<file path="src/rtl/fp_pkg.sv">
// Shared constants, FSM encoding and IEEE-754 single-precision helpers for the
// sequential FP multiplier and its rounding stage.
package fp_pkg;

    localparam int EXP_W  = 8;
    localparam int FRAC_W = 23;
    localparam int BIAS   = 127;

    localparam logic [31:0] QNAN    = 32'h7FC0_0000;
    localparam logic [31:0] POS_INF = 32'h7F80_0000;

    localparam int FLG_INV = 3;
    localparam int FLG_OVF = 2;
    localparam int FLG_UNF = 1;
    localparam int FLG_INX = 0;

    typedef enum logic [1:0] {
        IDLE  = 2'd0,
        MUL   = 2'd1,
        ROUND = 2'd2,
        DONE  = 2'd3
    } state_t;

    typedef struct packed {
        logic             sign;
        logic [EXP_W-1:0] exp;
        logic [FRAC_W:0]  mant;   // hidden bit included
    } fp_unpk_t;

    function automatic logic is_nan(input logic [31:0] f);
        return (&f[30:23]) && (|f[22:0]);
    endfunction

    function automatic logic is_inf(input logic [31:0] f);
        return (&f[30:23]) && !(|f[22:0]);
    endfunction

    // Denormals count as zero: inputs are flushed.
    function automatic logic is_zero(input logic [31:0] f);
        return !(|f[30:23]);
    endfunction

    function automatic fp_unpk_t unpack(input logic [31:0] f);
        fp_unpk_t u;
        u.sign = f[31];
        u.exp  = f[30:23];
        u.mant = {1'b1, f[22:0]};
        return u;
    endfunction

endpackage

</file>
<file path="src/rtl/fp_mul_round.sv">
// Combinational normalise + round-to-nearest-even + overflow/underflow packing
// for a 48-bit mantissa product with a 10-bit signed biased exponent.
module fp_mul_round
    import fp_pkg::*;
(
    input  logic               sign,
    input  logic signed [9:0]  exp_in,
    input  logic [47:0]        prod,
    output logic [31:0]        result,
    output logic [3:0]         flags
);

    logic [23:0]       mant;
    logic              guard;
    logic              sticky;
    logic [24:0]       mant_r;
    logic [22:0]       frac;
    logic signed [9:0] e;

    always_comb begin
        if (prod[47]) begin
            mant   = prod[47:24];
            guard  = prod[23];
            sticky = |prod[22:0];
            e      = exp_in + 10'sd1;
        end else begin
            mant   = prod[46:23];
            guard  = prod[22];
            sticky = |prod[21:0];
            e      = exp_in;
        end

        mant_r = {1'b0, mant} + {24'd0, guard & (sticky | mant[0])};
        // A carry out of rounding leaves 1.000..0, so only the exponent moves.
        if (mant_r[24]) begin
            frac = mant_r[23:1];
            e    = e + 10'sd1;
        end else begin
            frac = mant_r[22:0];
        end

        flags          = 4'h0;
        flags[FLG_INX] = guard | sticky;
        result         = {sign, e[7:0], frac};

        if (e >= 10'sd255) begin
            result         = {sign, POS_INF[30:0]};
            flags[FLG_OVF] = 1'b1;
            flags[FLG_INX] = 1'b1;
        end else if (e <= 10'sd0) begin
            result         = {sign, 31'd0};
            flags[FLG_UNF] = 1'b1;
            flags[FLG_INX] = 1'b1;
        end
    end

endmodule

</file>
<file path="src/rtl/fp_mul_seq.sv">
// Multi-cycle IEEE-754 single multiplier: shift-add mantissa datapath, one result in flight.
// Define FP_MUL_RADIX4_EN for 2 multiplier bits per cycle (12 iterations instead of 24).
module fp_mul_seq
    import fp_pkg::*;
(
    input  logic        clk,
    input  logic        rst,
    input  logic        in_valid,
    output logic        in_ready,
    input  logic [31:0] float_a,
    input  logic [31:0] float_b,
    output logic        out_valid,
    input  logic        out_ready,
    output logic [31:0] result,
    output logic [3:0]  flags
);

`ifdef FP_MUL_RADIX4_EN
    localparam int ITERS = (FRAC_W + 1) / 2;
`else
    localparam int ITERS = FRAC_W + 1;
`endif
    localparam logic [4:0] LAST = 5'(ITERS - 1);

    state_t            state, state_n;
    logic [47:0]       acc, acc_n;
    logic [23:0]       mcand;
    logic [4:0]        cnt;
    logic              sgn;
    logic signed [9:0] exp_r;

    fp_unpk_t    ua, ub;
    logic        spec_hit;
    logic [31:0] spec_res;
    logic [3:0]  spec_flg;
    logic [31:0] rnd_result;
    logic [3:0]  rnd_flags;

    assign ua = unpack(float_a);
    assign ub = unpack(float_b);

    always_comb begin
        spec_hit = 1'b1;
        spec_res = 32'h0;
        spec_flg = 4'h0;
        if (is_nan(float_a) || is_nan(float_b)) begin
            spec_res          = QNAN;
            spec_flg[FLG_INV] = 1'b1;
        end else if ((is_inf(float_a) && is_zero(float_b)) ||
                     (is_zero(float_a) && is_inf(float_b))) begin
            spec_res          = QNAN;
            spec_flg[FLG_INV] = 1'b1;
        end else if (is_inf(float_a) || is_inf(float_b)) begin
            spec_res = {ua.sign ^ ub.sign, POS_INF[30:0]};
        end else if (is_zero(float_a) || is_zero(float_b)) begin
            spec_res = {ua.sign ^ ub.sign, 31'd0};
        end else begin
            spec_hit = 1'b0;
        end
    end

    // The multiplier sits in the low half of acc and is consumed from the LSB
    // as product bits shift in from above.
`ifdef FP_MUL_RADIX4_EN
    logic [25:0] mcand3;
    logic [25:0] addend;
    logic [25:0] sum;

    always_comb begin
        addend = 26'd0;
        case (acc[1:0])
            2'd1:    addend = {2'b00, mcand};
            2'd2:    addend = {1'b0, mcand, 1'b0};
            2'd3:    addend = mcand3;
            default: addend = 26'd0;
        endcase
        sum   = {2'b00, acc[47:24]} + addend;
        acc_n = {sum, acc[23:2]};
    end
`else
    logic [24:0] sum;

    always_comb begin
        sum   = {1'b0, acc[47:24]} + (acc[0] ? {1'b0, mcand} : 25'd0);
        acc_n = {sum, acc[23:1]};
    end
`endif

    always_ff @(posedge clk) begin
        if (rst) state <= IDLE;
        else     state <= state_n;
    end

    always_comb begin
        state_n   = state;
        in_ready  = (state == IDLE);
        out_valid = (state == DONE);
        case (state)
            IDLE:    if (in_valid) state_n = spec_hit ? DONE : MUL;
            MUL:     if (cnt == LAST) state_n = ROUND;
            ROUND:   state_n = DONE;
            DONE:    if (out_ready) state_n = IDLE;
            default: state_n = IDLE;
        endcase
    end

    always_ff @(posedge clk) begin
        if (rst) begin
            acc    <= 48'd0;
            mcand  <= 24'd0;
            cnt    <= 5'd0;
            sgn    <= 1'b0;
            exp_r  <= 10'sd0;
            result <= 32'h0;
            flags  <= 4'h0;
`ifdef FP_MUL_RADIX4_EN
            mcand3 <= 26'd0;
`endif
        end else begin
            case (state)
                IDLE: if (in_valid) begin
                    mcand <= ua.mant;
                    acc   <= {24'd0, ub.mant};
                    cnt   <= 5'd0;
                    sgn   <= ua.sign ^ ub.sign;
                    exp_r <= {2'b00, ua.exp} + {2'b00, ub.exp} - 10'(BIAS);
`ifdef FP_MUL_RADIX4_EN
                    mcand3 <= {2'b00, ua.mant} + {1'b0, ua.mant, 1'b0};
`endif
                    if (spec_hit) begin
                        result <= spec_res;
                        flags  <= spec_flg;
                    end
                end
                MUL: begin
                    acc <= acc_n;
                    cnt <= cnt + 5'd1;
                end
                ROUND: begin
                    result <= rnd_result;
                    flags  <= rnd_flags;
                end
                default: ;
            endcase
        end
    end

    fp_mul_round u_round (
        .sign   (sgn),
        .exp_in (exp_r),
        .prod   (acc),
        .result (rnd_result),
        .flags  (rnd_flags)
    );

endmodule

</file>
<file path="config.mk">
export PLATFORM = sky130hd
export DESIGN_NAME = fp_mul_seq
export DESIGN_NICKNAME = d
export VERILOG_FILES = /design/src/rtl/fp_pkg.sv /design/src/rtl/fp_mul_round.sv /design/src/rtl/fp_mul_seq.sv
export SDC_FILE = /design/constraint.sdc
export NUM_CORES = 1
export LEC_CHECK = 0
export CELL_PAD_IN_SITES_DETAIL_PLACEMENT = 1
export CELL_PAD_IN_SITES_GLOBAL_PLACEMENT = 2
export CORE_UTILIZATION = 36
export DETAILED_ROUTE_END_ITERATION = 10
export HOLD_SLACK_MARGIN = 0.02
export PLACE_DENSITY_LB_ADDON = 0.1
export RECOVER_POWER = 100
export SLEW_MARGIN = 0
export SYNTH_ARGS = -nofsm -noshare
export SYNTH_HDL_FRONTEND = slang
export SYNTH_SLANG_ARGS = --single-unit
</file>
<file path="constraint.sdc">
create_clock -name clk -period 8.1 [get_ports clk]
set_clock_uncertainty 0.05 [all_clocks]
set_input_delay 1.215 -clock clk [delete_from_list [all_inputs] [get_ports clk]]
set_output_delay 1.215 -clock clk [all_outputs]
set_load 0.01 [all_outputs]
</file>
==> results.toml <==
[outcome]
outcome = "complete, but fails checks"
violations = "max-capacitance violations, max-slew violations"

[cells_and_area]
final_common_cell = "dfxtp_1"
diodes = 0
finalCoreUtilization_pct = 44.6
final_area_um2 = 10100
areaGrowthSynthToFinish_pct = 21.2
drive_gt1_share_pct = 5.29
nNetsFinal = 1221
final_cell_mix = "126 x dfxtp_1, 118 x nand2_1, 96 x nor2_1, 82 x a21oi_1, 62 x clkdlybuf4s50_1"

[cts]
clock_path_buffers = 2
cts.repair.resized = 0
cts_buffers = 17
cts_tree = "built"
cts_setup_buffers = 0
clk_latency_ns = 0.43
clock-sinks = 126
h-tree-depth = 4
clk_pin_slew_ns = 0.06
cts_hold_buf = 0
cts_root_buffer = "clkbuf_16"

[die]
chipHeight_um = 154
die_w_um = 154
start_util_pct = 36.8
dieArea_um2 = 23800
core_area_um2 = 22700
io_pins = 106
rows = 55

[critical_path]
r2r-start = "acc[47]"
cp-start-kind = "flip-flop"
critPathKind = "flip-flop to flip-flop"
endpoint = "result[7]"
ff2ff_path_depth = 12
worst_r2r_endpoint = "result[7]"
crit_path_start = "acc[47]"
rrSetupSlack_ns = 2.46
worstPathMaxFanout = 59
crit_arrival_ns = 5.95
cp-end-kind = "flip-flop"
cp.required_ns = 8.42

[synthesis]
ys.flop_type = "dfxtp_1"
synth_top_cell_by_area = "dfxtp_1"
synth_top_cell_area_share_pct = 30.2
ys_ff_latch = 126
yosys_warnings = 0
synth_area_leaders = "dfxtp_1 30%, ha_1 7.0%, nand2_1 5.3%, a21oi_1 4.9%, mux2i_1 4.7%"
syn_inst = 1032
synth-async-reset-ratio_pct = 0
synth_edf_count = 0
seq_area_frac_synth_pct = 30.2
syn-mean-instance-area_um2 = 8.09
synth_cell_types = 78
syn-num-nets = 1149
syn_area_um2 = 8350

[global_route]
grt_pass1_wl_um = 41200
gr-total-overflow = 0
grt_usage_pct = 21.7
grt_max_degree = 64
antenna_found_initial = 0
grt_pass1_vias = 7657

[sta]
rsz0062_at_grt = "no"
setup_viol = 0
drv_slew = 149
final_hold_viol_count = 0
relSlewSlack_pct = -41.8
worst_slew_pin_slew_ns = 2.11
period_share_pct = 69.6
fin_tns_setup_ns = 0
fmax_mhz = 177
hold_slack_ns = 0.400
min_period_ns = 5.64

[routing]
ant_nets = 0
viasPerCell = 5.54
routed_wl_um = 24900
dr.pass1.iters = 4
drtIter0Drc = 294
vias = 7757
post-route-drc-count = 0
wl_per_cell_um = 17.8

[placement]
place_congestion = 0.845
io_buffers = 105
place_area_um2 = 9550
dpl.hpwl_um = 18800

[pwr]
p_leak_nw = 3.97
powerDensity_nw_per_um2 = 239
power_mw = 2.42
ir_drop_uv = 161

[run]
cap_viol_max_count = 4

[hold_path]
hold_path.class = "flip-flop to flip-flop"
-- state kept, by name (all words and copies together), names as in the netlist --
signal  flops
flags       4
exp_r      10
acc        48
sgn         1
mcand      24
state       2
cnt         5
result     32
-- area by class of cell --
class                      instances  area [µm²]
sequential                       126        2520
clock inverter                    13         166
clock buffer                      18         439
inverter                          35         131
fill                            2754       12600
multi-input combinational        810        5400
tap                              285         357
timing repair buffer             114        1100
-- metal layers --
metal | wire (µm) | share of wire [%] | global-route usage, %
met1 | 13100 | 53 | 30.5
met2 | 11100 | 44 | 35.0
met3 | 478 | 1.9 | 2.55
met4 | 284 | 1.1 | 5.85
met5 | 0 | 0 | 0
-- cells by family after synthesis --
group,Yosys count,synth area share [%]
adder cells (fa/ha/maj),49,7.52
XOR/XNOR,55,5.86
AO/OA/AOI/OAI,280,23.3
AND/OR/NAND/NOR,382,22.8
multiplexers,44,5.35
buffers and inverters,96,4.96
flip-flops,126,30.2
-- cells in the mapped netlist, types with 8 or more instances --
cell type    n
a311oi_1     8
a21oi_1     82
dfxtp_1    126
nor2_1      96
nand2_1    118
nand2b_1     9
a211oi_1    37
nand3_1     22
a31oi_1      8
nor3_1      16
ha_1        47
mux2i_1     39
a22oi_1     19
a21o_1      11
and2_1      31
xor2_1      19
a32o_1      11
nor4_1      23
nand4_1     18
o21ai_0     27
clkbuf_1    31
a21boi_0     9
inv_1       34
xnor2_1     35
a22o_1      21
buf_1       16
-- worst min-delay path by stage --
| stage | to | slack (ns) | startpoint | cells past startpoint |
|---|---|---|---|---|
| floorplan | mcand[23] | 0.38 | mcand[23] | 2 |
| global placement | mcand[0] | 0.39 | mcand[0] | 2 |
| detailed placement | mcand[0] | 0.40 | mcand[0] | 2 |
| CTS | mcand[0] | 0.40 | mcand[0] | 2 |
| global route | mcand[22] | 0.42 | mcand[22] | 2 |
| finish | flags[2] | 0.40 | flags[2] | 2 |
-- worst max-delay path, stage by stage, from the launching register on --
cell	delay [ns]
dfxtp_1	0.40
buf_4	0.56
nand2_1	0.09
a21boi_0	0.22
ha_1	0.21
nand2_1	0.11
a2111oi_4	0.59
nand4_1	0.67
nand3_1	0.29
a211oi_1	0.09
and4bb_1	0.28
nor3_1	1.63
a32o_1	0.34
-- power breakdown --
group          leakage (nW)  switching [mW]  internal [mW]
combinational          2.66           0.481          0.306
clock                 0.288           0.316          0.492
sequential             1.03           0.103          0.726
-- metrics by stage --
stage	instances	setup WS, ns
after floorplan	1032	3.86
after global placement	1370	3.66
after detailed placement	1370	3.57
after CTS	1401	3.58
after global routing	1401	2.07
final	1401	2.46
Power figures use the tool's default switching activity.
